<file path="src/rtl/dmem_pkg.sv">
// Shared types and default geometry for the data-memory port controller.
// The forwarding pipeline type is only used when DMEM_COLLISION_FWD_EN is defined.
package dmem_pkg;

    localparam int DMEM_DATA_W    = 16;
    localparam int DMEM_ADDR_W    = 9;
    localparam int DMEM_RSP_DEPTH = 4;
    localparam int DMEM_PTR_W     = $clog2(DMEM_RSP_DEPTH);

    // Read/write pointer of the default-depth response FIFO.
    typedef logic [DMEM_PTR_W-1:0] rsp_ptr_t;

    // One load travelling through S1/S2. fwd_data replaces the RAM output
    // when a same-cycle store to the same address was accepted with it.
    typedef struct packed {
        logic                   valid;
        logic                   fwd;
        logic [DMEM_DATA_W-1:0] fwd_data;
    } ld_pipe_t;

endpackage

</file>
<file path="src/rtl/dmem_rsp_fifo.sv">
// Load-response FIFO: circular buffer with occupancy count output.
// The head entry is presented combinationally; data_o reads 0 while empty.
// The caller guarantees no push when full (credit-based flow control upstream).
module dmem_rsp_fifo
    import dmem_pkg::*;
#(
    parameter int DATA_W = DMEM_DATA_W,
    parameter int DEPTH  = DMEM_RSP_DEPTH
) (
    input  logic                       clk,
    input  logic                       reset,
    input  logic                       push_i,
    input  logic [DATA_W-1:0]          push_data_i,
    input  logic                       pop_ready_i,
    output logic                       valid_o,
    output logic [DATA_W-1:0]          data_o,
    output logic [$clog2(DEPTH):0]     count_o
);

    localparam int PTR_W = $clog2(DEPTH);

    logic [DATA_W-1:0] mem_q [DEPTH];
    logic [PTR_W-1:0]  wr_ptr_q, wr_ptr_d;
    logic [PTR_W-1:0]  rd_ptr_q, rd_ptr_d;
    logic [PTR_W:0]    count_q, count_d;
    logic              pop;

    assign valid_o = (count_q != '0);
    assign pop     = valid_o && pop_ready_i;
    assign data_o  = valid_o ? mem_q[rd_ptr_q] : '0;
    assign count_o = count_q;

    // Pointer advance wraps naturally because DEPTH is a power of two.
    always_comb begin
        wr_ptr_d = wr_ptr_q;
        rd_ptr_d = rd_ptr_q;
        count_d  = count_q;
        if (push_i) wr_ptr_d = wr_ptr_q + PTR_W'(1);
        if (pop)    rd_ptr_d = rd_ptr_q + PTR_W'(1);
        case ({push_i, pop})
            2'b10:   count_d = count_q + (PTR_W+1)'(1);
            2'b01:   count_d = count_q - (PTR_W+1)'(1);
            default: count_d = count_q;
        endcase
    end

    // Pointer and count registers; reset empties the FIFO.
    always_ff @(posedge clk) begin
        if (reset) begin
            wr_ptr_q <= '0;
            rd_ptr_q <= '0;
            count_q  <= '0;
        end else begin
            wr_ptr_q <= wr_ptr_d;
            rd_ptr_q <= rd_ptr_d;
            count_q  <= count_d;
        end
    end

    // Storage array, written at the tail; contents need no reset.
    always_ff @(posedge clk) begin
        if (push_i) mem_q[wr_ptr_q] <= push_data_i;
    end

endmodule

</file>
<file path="src/rtl/dmem_port_ctrl.sv">
// Client-side controller for the simple dual-port data RAM (1-cycle read,
// old data on read-during-write). Loads: S1 issue -> S2 RAM -> response FIFO.
// Optional macro DMEM_COLLISION_FWD_EN forwards store data to a same-cycle,
// same-address load so that the pair behaves as store-then-load.
// DATA_W must equal dmem_pkg::DMEM_DATA_W (forwarding payload width).
module dmem_port_ctrl
    import dmem_pkg::*;
#(
    parameter int DATA_W    = DMEM_DATA_W,
    parameter int ADDR_W    = DMEM_ADDR_W,
    parameter int RSP_DEPTH = DMEM_RSP_DEPTH
) (
    input  logic              clk,
    input  logic              reset,
    input  logic              ld_valid,
    output logic              ld_ready,
    input  logic [ADDR_W-1:0] ld_addr,
    input  logic              st_valid,
    output logic              st_ready,
    input  logic [ADDR_W-1:0] st_addr,
    input  logic [DATA_W-1:0] st_wdata,
    output logic              rsp_valid,
    input  logic              rsp_ready,
    output logic [DATA_W-1:0] rsp_rdata,
    output logic [ADDR_W-1:0] ram_read_address,
    output logic [ADDR_W-1:0] ram_write_address,
    output logic              ram_write,
    output logic [DATA_W-1:0] ram_din,
    input  logic [DATA_W-1:0] ram_dout
);

    localparam int CNT_W = $clog2(RSP_DEPTH) + 1;
    localparam int OCC_W = CNT_W + 1;

    logic              ld_fire, st_fire;
    logic              s1_ld, s2_ld;
    logic [DATA_W-1:0] push_data;
    logic [CNT_W-1:0]  fifo_count;
    logic [OCC_W-1:0]  occupancy;

    logic [ADDR_W-1:0] ram_read_address_q, ram_read_address_d;
    logic [ADDR_W-1:0] ram_write_address_q, ram_write_address_d;
    logic [DATA_W-1:0] ram_din_q, ram_din_d;
    logic              ram_write_q, ram_write_d;

    // Credit check from registered state only: every load in S1/S2 already
    // owns a FIFO slot, so rsp_ready never reaches ld_ready combinationally.
    assign occupancy = {1'b0, fifo_count} + OCC_W'(s1_ld) + OCC_W'(s2_ld);
    assign ld_ready  = !reset && (occupancy < OCC_W'(RSP_DEPTH));
    assign st_ready  = !reset;
    assign ld_fire   = ld_valid && ld_ready;
    assign st_fire   = st_valid && st_ready;

    // A store sitting in S1 during a reset cycle must not reach the RAM.
    assign ram_write         = ram_write_q && !reset;
    assign ram_read_address  = ram_read_address_q;
    assign ram_write_address = ram_write_address_q;
    assign ram_din           = ram_din_q;

    // S1 next state: RAM ports hold their last value when nothing is issued.
    always_comb begin
        ram_read_address_d  = ram_read_address_q;
        ram_write_address_d = ram_write_address_q;
        ram_din_d           = ram_din_q;
        ram_write_d         = st_fire;
        if (ld_fire) ram_read_address_d = ld_addr;
        if (st_fire) begin
            ram_write_address_d = st_addr;
            ram_din_d           = st_wdata;
        end
    end

    // S1 RAM-port registers.
    always_ff @(posedge clk) begin
        if (reset) begin
            ram_read_address_q  <= '0;
            ram_write_address_q <= '0;
            ram_din_q           <= '0;
            ram_write_q         <= 1'b0;
        end else begin
            ram_read_address_q  <= ram_read_address_d;
            ram_write_address_q <= ram_write_address_d;
            ram_din_q           <= ram_din_d;
            ram_write_q         <= ram_write_d;
        end
    end

`ifdef DMEM_COLLISION_FWD_EN
    ld_pipe_t s1_q, s1_d, s2_q;

    // Capture a same-cycle, same-address store alongside the load.
    always_comb begin
        s1_d          = '0;
        s1_d.valid    = ld_fire;
        s1_d.fwd      = ld_fire && st_fire && (ld_addr == st_addr);
        s1_d.fwd_data = st_wdata;
    end

    // Load pipeline S1 -> S2, carrying the forwarding payload.
    always_ff @(posedge clk) begin
        if (reset) begin
            s1_q <= '0;
            s2_q <= '0;
        end else begin
            s1_q <= s1_d;
            s2_q <= s1_q;
        end
    end

    assign s1_ld     = s1_q.valid;
    assign s2_ld     = s2_q.valid;
    assign push_data = s2_q.fwd ? s2_q.fwd_data : ram_dout;
`else
    logic s1_ld_q, s2_ld_q;

    // Load pipeline S1 -> S2 (valid bits only, no collision state).
    always_ff @(posedge clk) begin
        if (reset) begin
            s1_ld_q <= 1'b0;
            s2_ld_q <= 1'b0;
        end else begin
            s1_ld_q <= ld_fire;
            s2_ld_q <= s1_ld_q;
        end
    end

    assign s1_ld     = s1_ld_q;
    assign s2_ld     = s2_ld_q;
    assign push_data = ram_dout;
`endif

    dmem_rsp_fifo #(
        .DATA_W (DATA_W),
        .DEPTH  (RSP_DEPTH)
    ) u_rsp_fifo (
        .clk         (clk),
        .reset       (reset),
        .push_i      (s2_ld),
        .push_data_i (push_data),
        .pop_ready_i (rsp_ready),
        .valid_o     (rsp_valid),
        .data_o      (rsp_rdata),
        .count_o     (fifo_count)
    );

endmodule

</file>
<file path="config.mk">
export PLATFORM = sky130hd
export DESIGN_NAME = dmem_port_ctrl
export DESIGN_NICKNAME = d
export VERILOG_FILES = /design/src/rtl/dmem_pkg.sv /design/src/rtl/dmem_rsp_fifo.sv /design/src/rtl/dmem_port_ctrl.sv
export SDC_FILE = /design/constraint.sdc
export NUM_CORES = 1
export LEC_CHECK = 0
export ABC_AREA = 1
export BUFFER_PORTS_ARGS = -buffer_cell sky130_fd_sc_hd__buf_4
export CORE_UTILIZATION = 50
export CTS_BUF_LIST = sky130_fd_sc_hd__clkbuf_4 sky130_fd_sc_hd__clkbuf_8
export CTS_CLUSTER_DIAMETER = 80
export DETAILED_ROUTE_END_ITERATION = 16
export PLACE_DENSITY = 0.78
export SLEW_MARGIN = 20
export SYNTH_ARGS = -nofsm -noshare
export SYNTH_HDL_FRONTEND = slang
export SYNTH_HIERARCHICAL = 1
export SYNTH_SLANG_ARGS = --single-unit
</file>
<file path="constraint.sdc">
create_clock -name clk -period 1.81 [get_ports clk]
set_clock_uncertainty 0.15 [all_clocks]
set_input_delay 0.362 -clock clk [delete_from_list [all_inputs] [get_ports clk]]
set_output_delay 0.362 -clock clk [all_outputs]
set_load 0.02 [all_outputs]
</file>
* After elaboration in Yosys (flattened, before gate mapping)
Memories as Yosys holds them, arrays and structs flattened. A register that Yosys moved wholly into a read port is not among the register bits. Cells that the tools add are included.
Word-level totals: memories kept 1, RAM bits 64, logic and storage cells 33, output and inout bits 54, bits of input ports 55, register bits after elaboration 44
Operators by class: order comparisons 1, multiplexer cells 6, $add $sub $neg 6, reductions and logical operators 8, equal/unequal tests 2
Memory list:
- u_rsp_fifo.mem_q | words 4, bits a word 16, read ports 1, clocked after memory_dff 1, wr ports 1, line dmem_rsp_fifo.sv:22 | logic [DATA_W-1:0] mem_q [DEPTH];
Operators with widths (count):
- $mux W16 | 1
- $pmux W3 S2 | 1
- $logic_and A1 B1 Y1 | 5
- $add A2 B1 Y2 const B | 2
- $add A3 B1 Y4 | 1
- $add A4 B1 Y4 | 1
- $lt A4 B3 Y1 const B | 1
- $mux W2 | 2
- $add A3 B1 Y3 const B | 1
- $reduce_bool A3 Y1 | 1
- $sub A3 B1 Y3 const B | 1
- $eq A2 B1 Y1 const B | 1
- $eq A2 B2 Y1 const B | 1
- $mux W1 | 2
- $reduce_bool A2 Y1 | 1
- $logic_not A1 Y1 | 1

* Depth between registers and ports, before layout
Gate-level depths: netlist of run 1.
depth after elaboration 5, mapped depth 13, depth with buffers taken out 13

* Hierarchy
The synthesis of run 1 kept the hierarchy.
By module, submodules not included:
- dmem_rsp_fifo | instances 1, seq. area each 2102.0 um^2, area an instance 3015.4 um^2, cells an instance 255
- dmem_port_ctrl | instances 1, seq. area each 740.7 um^2, area an instance 1500.2 um^2, cells an instance 202

* Worst setup path after synthesis of run 1
No wires, ideal clock.
path type register to register, from reg u_rsp_fifo.count_q[2] (netlist: u_rsp_fifo/count_o[2]), to reg u_rsp_fifo.count_q[2] (netlist: u_rsp_fifo/count_o[2]), library setup time 0.113 ns, arrival 1.610 ns, data required time 1.547 ns, stages on the path, launching flop included 14, path buffers 0, period minus slack after synthesis 1.873 ns, slack -0.063 ns, path through dfxtp_1 -> inv_1 -> nand2_2 -> nand2_1 -> inv_1 -> ha_1 -> inv_1 -> fa_1 -> inv_1 -> nand2_1 -> nand3_1 -> nand2_1 -> nand2_1 -> nor2_1
On the way: cells in the longest elaborated chain, start to end 4, elaborated cells on any way between the ends 8, classes of those cells add/sub: 2; eq/ne: 2; mux: 1; reduce/logical: 3
RTL lines:
- start, declared | line dmem_rsp_fifo.sv:25 | logic [PTR_W:0] count_q, count_d;
- start signal, assigned | line dmem_rsp_fifo.sv:56 | count_q <= count_d;
- $reduce_bool A3 Y1 * | line dmem_rsp_fifo.sv:28 | assign valid_o = (count_q != '0);
- net rsp_valid | line dmem_port_ctrl.sv:22 | output logic rsp_valid,
- $logic_and A1 B1 Y1 * | line dmem_rsp_fifo.sv:29 | assign pop = valid_o && pop_ready_i;
- net u_rsp_fifo.pop | line dmem_rsp_fifo.sv:26 | logic pop;
- $eq A2 B1 Y1 / $eq A2 B2 Y1 (equally long branches) | line dmem_rsp_fifo.sv:40 | case ({push_i, pop})
- $pmux W3 S2 / $reduce_bool A2 Y1 (equally long branches)
The timed path passes the listed nets; every way through them passes the cells marked *. A chain may end at the register's enable or synchronous reset.

==> results of run 1 <==
==> report_power, final <==
part	total, mW	switching, mW	internal (mW)
sequential	2.92	0.116	2.80
combinational	2.60	1.45	1.15
clock	1.34	0.819	0.517
==> state kept, by name, summed over array words and instances (netlist names), named ones only <==
signal and flops:
ram_read_address 9, ram_write_address 9, u_rsp_fifo/rd_ptr_q 2, ram_din 16, u_rsp_fifo/count_o 3, s2_ld 1, u_rsp_fifo/mem_q 64, s1_ld 1
u_rsp_fifo/wr_ptr_q 2, ram_write_q 1
==> Yosys cell counts (9+ instances only) <==
library cell,number
a21oi_1,14
dfxtp_1,46
edfxtp_1,64
inv_1,49
nand2_1,36
nand4_1,9
nor2_1,123
nor2_2,9
o21ai_0,34
o21ai_1,27
==> layout make-up <==
class	count	area share [%]
clock buffers	9	2.148
clock inverters	7	0.9983
inverters	54	3.776
multi-input cells	272	23.37
flip-flops and latches	110	49.54
well taps	108	2.344
repair buffers	125	17.82
==> layer usage <==
metal,wire length [µm],vias to the layer above
met5,0,-
met4,67,0
met3,674,9
met2,4547,116
met1,3782,1551
li1,-,1707
==> worst max-delay path, stage by stage (launching register included) <==
cell	delay (ns)
dfxtp_4	0.43
buf_12	0.16
nor2_1	0.05
nor2_1	0.08
o21ai_1	0.07
a21oi_1	0.17
buf_4	0.17
==> path summary, 6_finish.rpt <==
| kind | from | to | slack [ns] | cells after the start |
|---|---|---|---|---|
| min reg2reg | s1_ld | s2_ld | 0.29 | 2 |
| max reg2reg | u_rsp_fifo/count_o[0] | u_rsp_fifo/count_o[2] | 0.07 | 13 |
| min | ram_dout[13] | u_rsp_fifo/mem_q[0][13] | 0.04 | 1 |
| max | flop | rsp_rdata[4] | -0.21 | 6 |
==> cell families (layout without fill, tap and decap cells) <==
family / count (synthesis) / count (layout) / share of synthesized area (%)
AND/OR/NAND/NOR: 183 / 183 / 16.82
flip-flops: 110 / 110 / 62.95
AO/OA/AOI/OAI: 82 / 82 / 9.670
buffers and inverters: 75 / 195 / 8.451
adder cells (fa/ha/maj): 7 / 7 / 2.106
==> repair_timing <==
item	CTS	global route
gates cloned	2	0
resized for setup	20	17
endpoints found under the setup margin	18	19
setup buffers	1	1
pin swaps	4	6
==> through the flow <==
step                      area, µm²  setup WS, ns  cells  hold WS [ns]
after floorplan                4521      0.008362    457        0.2531
after global placement         5428       0.05881    665        0.2624
after detailed placement       5428      -0.04169    665        0.2714
after CTS                      5719       -0.2364    684       0.02562
after global routing           5766       -0.2832    685       0.01727
final                          5766       -0.2082    685       0.03614
==> results.json, run 1 <==
{
  "avgSynthCellArea_um2": 9.881,
  "grtUsageTotal_pct": 20.39,
  "drv_cap": 0,
  "grt_first_pass_wirelength_um": 15350,
  "cellPowerDensity_nw_per_um2": 1188,
  "grt_max_degree": 33,
  "synth_seq_area_share_pct": 62.95,
  "slew_violations": 0,
  "cts_root_buf": "clkbuf_8",
  "dieWidth_um": 97.03,
  "ios": 109,
  "fin_ws_ns": -0.2082,
  "synthFlopType": "edfxtp_1",
  "syn_area_um2": 4516,
  "power_mw": 6.852,
  "synth_nets": 519,
  "crit_fanout": 16,
  "finalHoldViolCount": 0,
  "grt-ovfl-total": 0,
  "area_growth_pct": 27.68,
  "postSynthRegisterBits": 110,
  "htree_levels": 3,
  "fin_nets": 634,
  "nFillCells": 685,
  "placement.io_buffers": 108,
  "synthDistinctLibCells": 24,
  "gr-usage-met2_pct": 35.59,
  "crit_type": "reg2out",
  "chipHeight_um": 97.03,
  "multi_input_area_um2": 1348,
  "clkSlewWorstSetupHoldPaths_ns": 0.11,
  "routabilityCongestion": 0.8981,
  "worst_pin_slew_ns": 0.4143,
  "num_vias": 3383,
  "grt_use_met3_pct": 4.986,
  "min_path_type": "in2reg",
  "cp-end-kind": "output pin",
  "setup_tns_ns": -2.779,
  "violations": "setup timing",
  "irDropWorstVdd_mv": 0.7285,
  "rsz0062_at_grt": "true",
  "floorplan.initialDensity_pct": 51.78,
  "grt_pass1_vias": 3389,
  "drtAntennaViolNets": 0,
  "layout_commonest_cell": "nor2_1",
  "max-slew-margin-rel_pct": 72.34,
  "routed_wl_um": 9071,
  "yosysWarnings": 6,
  "setup_violations": 17,
  "cts.sinks": 110,
  "die_area_um2": 9415,
  "syn-instance-count": 457,
  "layout_common_cells": "122 x nor2_1, 117 x buf_4, 64 x edfxtp_1",
  "critPathArrivalTime_ns": 1.51,
  "seq_area_um2": 2856,
  "drc_errors": 0,
  "drtPass1Iterations": 4,
  "placeableCoreArea_um2": 8721,
  "antenna_found_initial": 0,
  "hpwlAfterDp_um": 5847,
  "leakagePower_nw": 2.487,
  "synth-async-reset-ratio_pct": 0,
  "grt_use_met1_pct": 24.31,
  "clk_latency_ns": 0.36,
  "fmax_ghz": 0.4955,
  "rows": 34,
  "cts_tree": "done",
  "synth_edf_count": 64,
  "period_minus_slack_ns": 2.018,
  "synth.area.top_cells": "edfxtp_1 43%, dfxtp_1 20%, nor2_1 10%, inv_1 4.1%, o21ai_0 3.8%",
  "first_iter_violations": 118,
  "postCtsHoldBufs": 0,
  "wl_per_cell_um": 13.24,
  "fin_util_pct": 66.11,
  "busiest_layer": "met2",
  "via_per_inst": 4.939,
  "cts_buffer_depth": 2,
  "drive_gt1_share_pct": 32.06,
  "status": "finished with violations",
  "numCtsBuffers": 9,
  "yosysTopAreaCellShare_pct": 42.56,
  "worstPathRequired_ns": 1.30,
  "fin_crit_sh_pct": 111.5,
  "antenna_cells": 0,
  "startpoint_type": "flop",
  "synth.largest_area_cell": "edfxtp_1"
}
Note: power is estimated with default switching activity, not from simulation.
==> inputs of run 2 (changes only) <==
CORE_MARGIN = 2   (was not set)
==> run 2 against run 1 <==
Non-clock buffer count is 1 higher. The run still ends with setup timing left. Largest power group unchanged. Critical endpoint is now rsp_rdata[12]. Combinational power decreased by 2%. Critical path depth shrank 1. Count of clock-buffer cells in the layout increased by 1. Largest cell class unchanged. Cell count grew 0.15%. Register-to-register slack got worse by 0.04 ns.
==> results.json, run 2 (same netlist as run 1, synthesis figures left out) <==
{
  "status": "finished with violations",
  "violations": "setup timing",
  "area_growth_pct": 28.40,
  "fin_crit_sh_pct": 111.0,
  "rsz0062_at_grt": "true",
  "place_inst": 666,
  "antenna_found_initial": 0,
  "die_area_um2": 9807,
  "regMostFlops": "u_rsp_fifo/mem_q",
  "clkSlewWorstSetupHoldPaths_ns": 0.10,
  "setup_violations": 17,
  "postCtsHoldBufs": 0,
  "crit_type": "reg2out",
  "fmax_ghz": 0.4976,
  "antenna_cells": 0,
  "cp-end-kind": "output pin",
  "internal_power_mw": 4.521,
  "final_area_um2": 5798,
  "nFillCells": 661,
  "hpwlAfterDp_um": 6212,
  "routabilityCongestion": 0.7847,
  "seq_area_um2": 2855,
  "layout_common_cells": "121 x nor2_1, 118 x buf_4, 64 x edfxtp_1",
  "finalHoldViolCount": 0,
  "irDropWorstVdd_mv": 0.5220,
  "fin_util_pct": 66.48,
  "p_sw_share_pct": 34.24,
  "drv_cap": 0,
  "floorplan.initialDensity_pct": 51.78,
  "largest_reg_flops": 64,
  "setup_tns_ns": -2.993,
  "crit_fanout": 32,
  "period_minus_slack_ns": 2.010,
  "drtPass1Iterations": 4,
  "clk_latency_ns": 0.35,
  "critPathArrivalTime_ns": 1.50,
  "num_vias": 3406,
  "grtUsageTotal_pct": 19.55,
  "drc_errors": 0,
  "placeableCoreArea_um2": 8721,
  "rows": 34,
  "grt_max_degree": 33,
  "worstPathRequired_ns": 1.30,
  "numCtsBuffers": 9,
  "cts_root_buf": "clkbuf_8",
  "grt_first_pass_wirelength_um": 15170,
  "slew_violations": 0,
  "grt_pass1_vias": 3353,
  "cellPowerDensity_nw_per_um2": 1186,
  "max-slew-margin-rel_pct": 71.76,
  "power_frac_comb_pct": 37.0,
  "min_path_type": "in2reg",
  "leakagePower_nw": 2.511,
  "fin_nets": 635,
  "cts.sinks": 110,
  "startpoint_type": "flop",
  "final_cells": 686,
  "dpl_cell_area_um2": 5435,
  "wl_per_cell_um": 13.79,
  "power_frac_seq_pct": 42.4,
  "worst_pin_slew_ns": 0.4229,
  "chipHeight_um": 99.03,
  "layout_commonest_cell": "nor2_1",
  "drive_gt1_share_pct": 32.35,
  "fin_ws_ns": -0.1998,
  "placement.io_buffers": 108,
  "p_switching_mw": 2.354,
  "first_iter_violations": 157,
  "multi_input_area_um2": 1355,
  "dieWidth_um": 99.03,
  "drtAntennaViolNets": 0,
  "htree_levels": 3,
  "grt-ovfl-total": 0,
  "routed_wl_um": 9460,
  "ios": 109,
  "clkPwrFrac_pct": 20.6,
  "via_per_inst": 4.965,
  "cts_tree": "done",
  "cts_buffer_depth": 2
}
[run 2: routing by layer]
metal  up-vias  global-route usage [%]  wire (µm)
li1       1713                       -          -
met1      1567                   23.28       3848
met2       114                   33.78       4750
met3        12                   6.525        746
met4         0                   5.690        116
met5         -                       0          0
[run 2: what timing repair did]
| action | in CTS | in global routing |
|---|---|---|
| setup endpoints to repair | 19 | 19 |
| resized for setup | 24 | 17 |
| cloned | 1 | 1 |
| buffers inserted | 2 | 0 |
| pin swaps | 5 | 14 |
[run 2: worst paths after layout]
path	startpoint	to	slack, ns	depth (start not counted)
max	flop	rsp_rdata[12]	-0.20	5
min	ram_dout[3]	u_rsp_fifo/mem_q[2][3]	0.05	1
max reg2reg	u_rsp_fifo/count_o[0]	u_rsp_fifo/count_o[2]	0.03	13
min reg2reg	s1_ld	s2_ld	0.27	2
[run 2: final cells by class]
| type | instances | share of cell area (%) |
|---|---|---|
| Sequential cell | 110 | 49.24 |
| Multi-Input combinational cell | 272 | 23.37 |
| Timing Repair Buffer | 126 | 17.80 |
| Inverter | 54 | 3.884 |
| Clock buffer | 10 | 2.374 |
| Tap cell | 108 | 2.331 |
| Clock inverter | 6 | 0.9927 |
[run 2: power by group through the flow]
stage	clock network [mW]	registers, mW	logic [mW]
global route	1.57	2.93	2.77
global placement	0	2.92	2.25
floorplan	0	2.99	1.36
detailed placement	0	2.93	2.31
CTS	1.47	2.91	2.47
finish	1.42	2.92	2.54
[run 2: worst max-delay path, cell delays in order, from the launching register on]
cell	delay, ns
dfxtp_4	0.42
buf_12	0.15
clkinv_8	0.13
o21ai_1	0.20
a21oi_2	0.08
buf_4	0.16
[run 2: per-stage QoR]
stage                     total power [mW]  setup WS (ns)  hold WS, ns
after global placement               5.166        0.06302       0.2586
after global routing                 7.277        -0.3392      0.02528
after detailed placement             5.230       -0.09404       0.2680
final                                6.875        -0.1998      0.04926
after CTS                            6.851        -0.2278      0.02791
after floorplan                      4.347       0.008362       0.2531
==> inputs of run 3 (changes only) <==
CORE_UTILIZATION = 55   (was 50)
PLACE_DENSITY = not set   (was 0.78)
PLACE_DENSITY_LB_ADDON = 0.25   (was not set)
clock period = 1.95 ns   (was 1.81 ns; I/O delays follow)
==> run 3 against run 2 <==
The flow still finishes with violations (setup timing). Critical endpoint is now rsp_rdata[2]. Wire length grew 1.9%. Cell count is the same. Non-clock buffer count grew 3. Register-to-register slack gained 0.12 ns. Final area grew 0.99%. Worst hold slack gained 0.015 ns. Setup slack gained 0.057 ns. Combinational power shrank 3%. Count of clock-buffer cells in the layout is the same. First-iteration DRC count grew 5.7%.
==> results.json, run 3 (same netlist as run 1, synthesis figures left out) <==
{
  "status": "finished with violations",
  "violations": "setup timing",
  "fin_nets": 638,
  "fmax_ghz": 0.4778,
  "rr_endpoint": "u_rsp_fifo/count_o[2]",
  "htree_levels": 3,
  "placeableCoreArea_um2": 8093,
  "holdPathStages": 1,
  "num_vias": 3491,
  "whs_ns": 0.06398,
  "p_switching_mw": 2.230,
  "grtUsageTotal_pct": 22.13,
  "worst_pin_slew_ns": 0.4195,
  "setup_tns_ns": -1.558,
  "crit_type": "reg2out",
  "hpwlAfterDp_um": 6098,
  "rsz0062_at_grt": "true",
  "power_frac_seq_pct": 42.3,
  "setup_violations": 16,
  "placement.io_buffers": 108,
  "crit_fanout": 6,
  "antenna_cells": 0,
  "fin_ws_ns": -0.1429,
  "drtAntennaViolNets": 0,
  "grt_use_met3_pct": 5.826,
  "cts.sinks": 110,
  "seq_area_um2": 2858,
  "cts_root_buf": "clkbuf_8",
  "numCtsBuffers": 9,
  "clk_latency_ns": 0.36,
  "via_per_inst": 5.089,
  "clkSlewWorstSetupHoldPaths_ns": 0.10,
  "grt_use_met1_pct": 25.20,
  "grt_first_pass_wirelength_um": 15060,
  "drive_gt1_share_pct": 33.05,
  "busiest_layer": "met2",
  "gr-usage-met2_pct": 39.07,
  "area_growth_pct": 29.68,
  "irDropWorstVdd_mv": 0.5957,
  "cellPowerDensity_nw_per_um2": 1096,
  "slew_violations": 0,
  "max-slew-margin-rel_pct": 71.99,
  "routabilityCongestion": 0.8364,
  "hold_path_end": "u_rsp_fifo/mem_q[3][8]",
  "cp-end-kind": "output pin",
  "finalHoldViolCount": 0,
  "p_sw_share_pct": 34.74,
  "dieWidth_um": 94.61,
  "antenna_found_initial": 0,
  "grt-ovfl-total": 0,
  "layout_common_cells": "113 x nor2_1, 113 x buf_4, 64 x edfxtp_1",
  "internal_power_mw": 4.188,
  "die_area_um2": 8951,
  "drc_errors": 0,
  "leakagePower_nw": 2.522,
  "fin_crit_sh_pct": 107.3,
  "drv_cap": 0,
  "regMostFlops": "u_rsp_fifo/mem_q",
  "rows": 33,
  "cts_buffer_depth": 2,
  "reg2reg_from": "s2_ld",
  "multi_input_area_um2": 1360,
  "grt_pass1_vias": 3303,
  "grt_max_degree": 35,
  "nFillCells": 568,
  "largest_reg_flops": 64,
  "clkPwrFrac_pct": 19.4,
  "cts_tree": "done",
  "chipHeight_um": 94.61,
  "min_path_type": "in2reg",
  "floorplan.initialDensity_pct": 55.80,
  "critPathArrivalTime_ns": 1.55,
  "worstPathRequired_ns": 1.41,
  "wl_per_cell_um": 14.05,
  "power_frac_comb_pct": 38.4,
  "startpoint_type": "flop",
  "fin_util_pct": 72.36,
  "routed_wl_um": 9641,
  "r2r_cells": 11,
  "ios": 109,
  "drtPass1Iterations": 4,
  "min_from": "ram_dout[8]",
  "first_iter_violations": 166,
  "period_minus_slack_ns": 2.093,
  "rrSetupSlack_ns": 0.15
}
-- run 3: worst max path at each step --
stage	from	end	slack [ns]
after floorplan	u_rsp_fifo/count_o[2]	u_rsp_fifo/count_o[2]	0.08
after global placement	u_rsp_fifo/count_o[2]	u_rsp_fifo/count_o[2]	0.15
after detailed placement	u_rsp_fifo/count_o[2]	u_rsp_fifo/count_o[2]	0.08
after CTS	flop	rsp_rdata[4]	-0.08
after global routing	flop	rsp_rdata[9]	-0.22
final	flop	rsp_rdata[2]	-0.14
-- run 3: worst max-delay path, cell delays in order (launching register included) --
cell	delay [ns]
dfxtp_4	0.46
clkbuf_16	0.17
nor2_1	0.04
nor2_1	0.11
o21ai_1	0.10
a21oi_2	0.14
buf_4	0.15
-- run 3: what timing repair did --
item,4_1_cts,5_1_grt
resized for setup,18,26
gates cloned,1,3
pin swaps,1,11
buffers inserted,3,0
hold buffers,0,0
endpoints found under the setup margin,17,18
-- run 3: cell type report --
class	instances	share of cell area, %
Sequential cell	110	48.80
Multi-Input combinational cell	272	23.23
Timing Repair Buffer	129	19.06
Inverter	54	3.675
Clock buffer	10	2.244
Tap cell	105	2.244
Clock inverter	6	0.7479
-- run 3: stage by stage --
stage	cells	worst slack, ns	total power [mW]	area, µm²
2_1_floorplan	457	0.07712	4.019	4516
3_3_place_gp	663	0.1506	4.742	5451
3_5_place_dp	663	0.08137	4.785	5451
4_1_cts	683	-0.08450	6.246	5727
5_1_grt	686	-0.2175	6.772	5856
6_report	686	-0.1429	6.418	5856
-- run 3: metal layers --
metal  vias to the layer above  wire length (µm)
met5                         -                 0
met4                         0               165
met3                        15               688
met2                       119              4955
met1                      1633              3831
li1                       1724                 -
-- run 3: power by group through the flow --
stage,combinational (mW),clock (mW),sequential (mW)
final,2.46,1.24,2.71
after global placement,2.02,0,2.72
after detailed placement,2.05,0,2.73
after CTS,2.30,1.26,2.69
after floorplan,1.25,0,2.77
after global routing,2.67,1.37,2.73
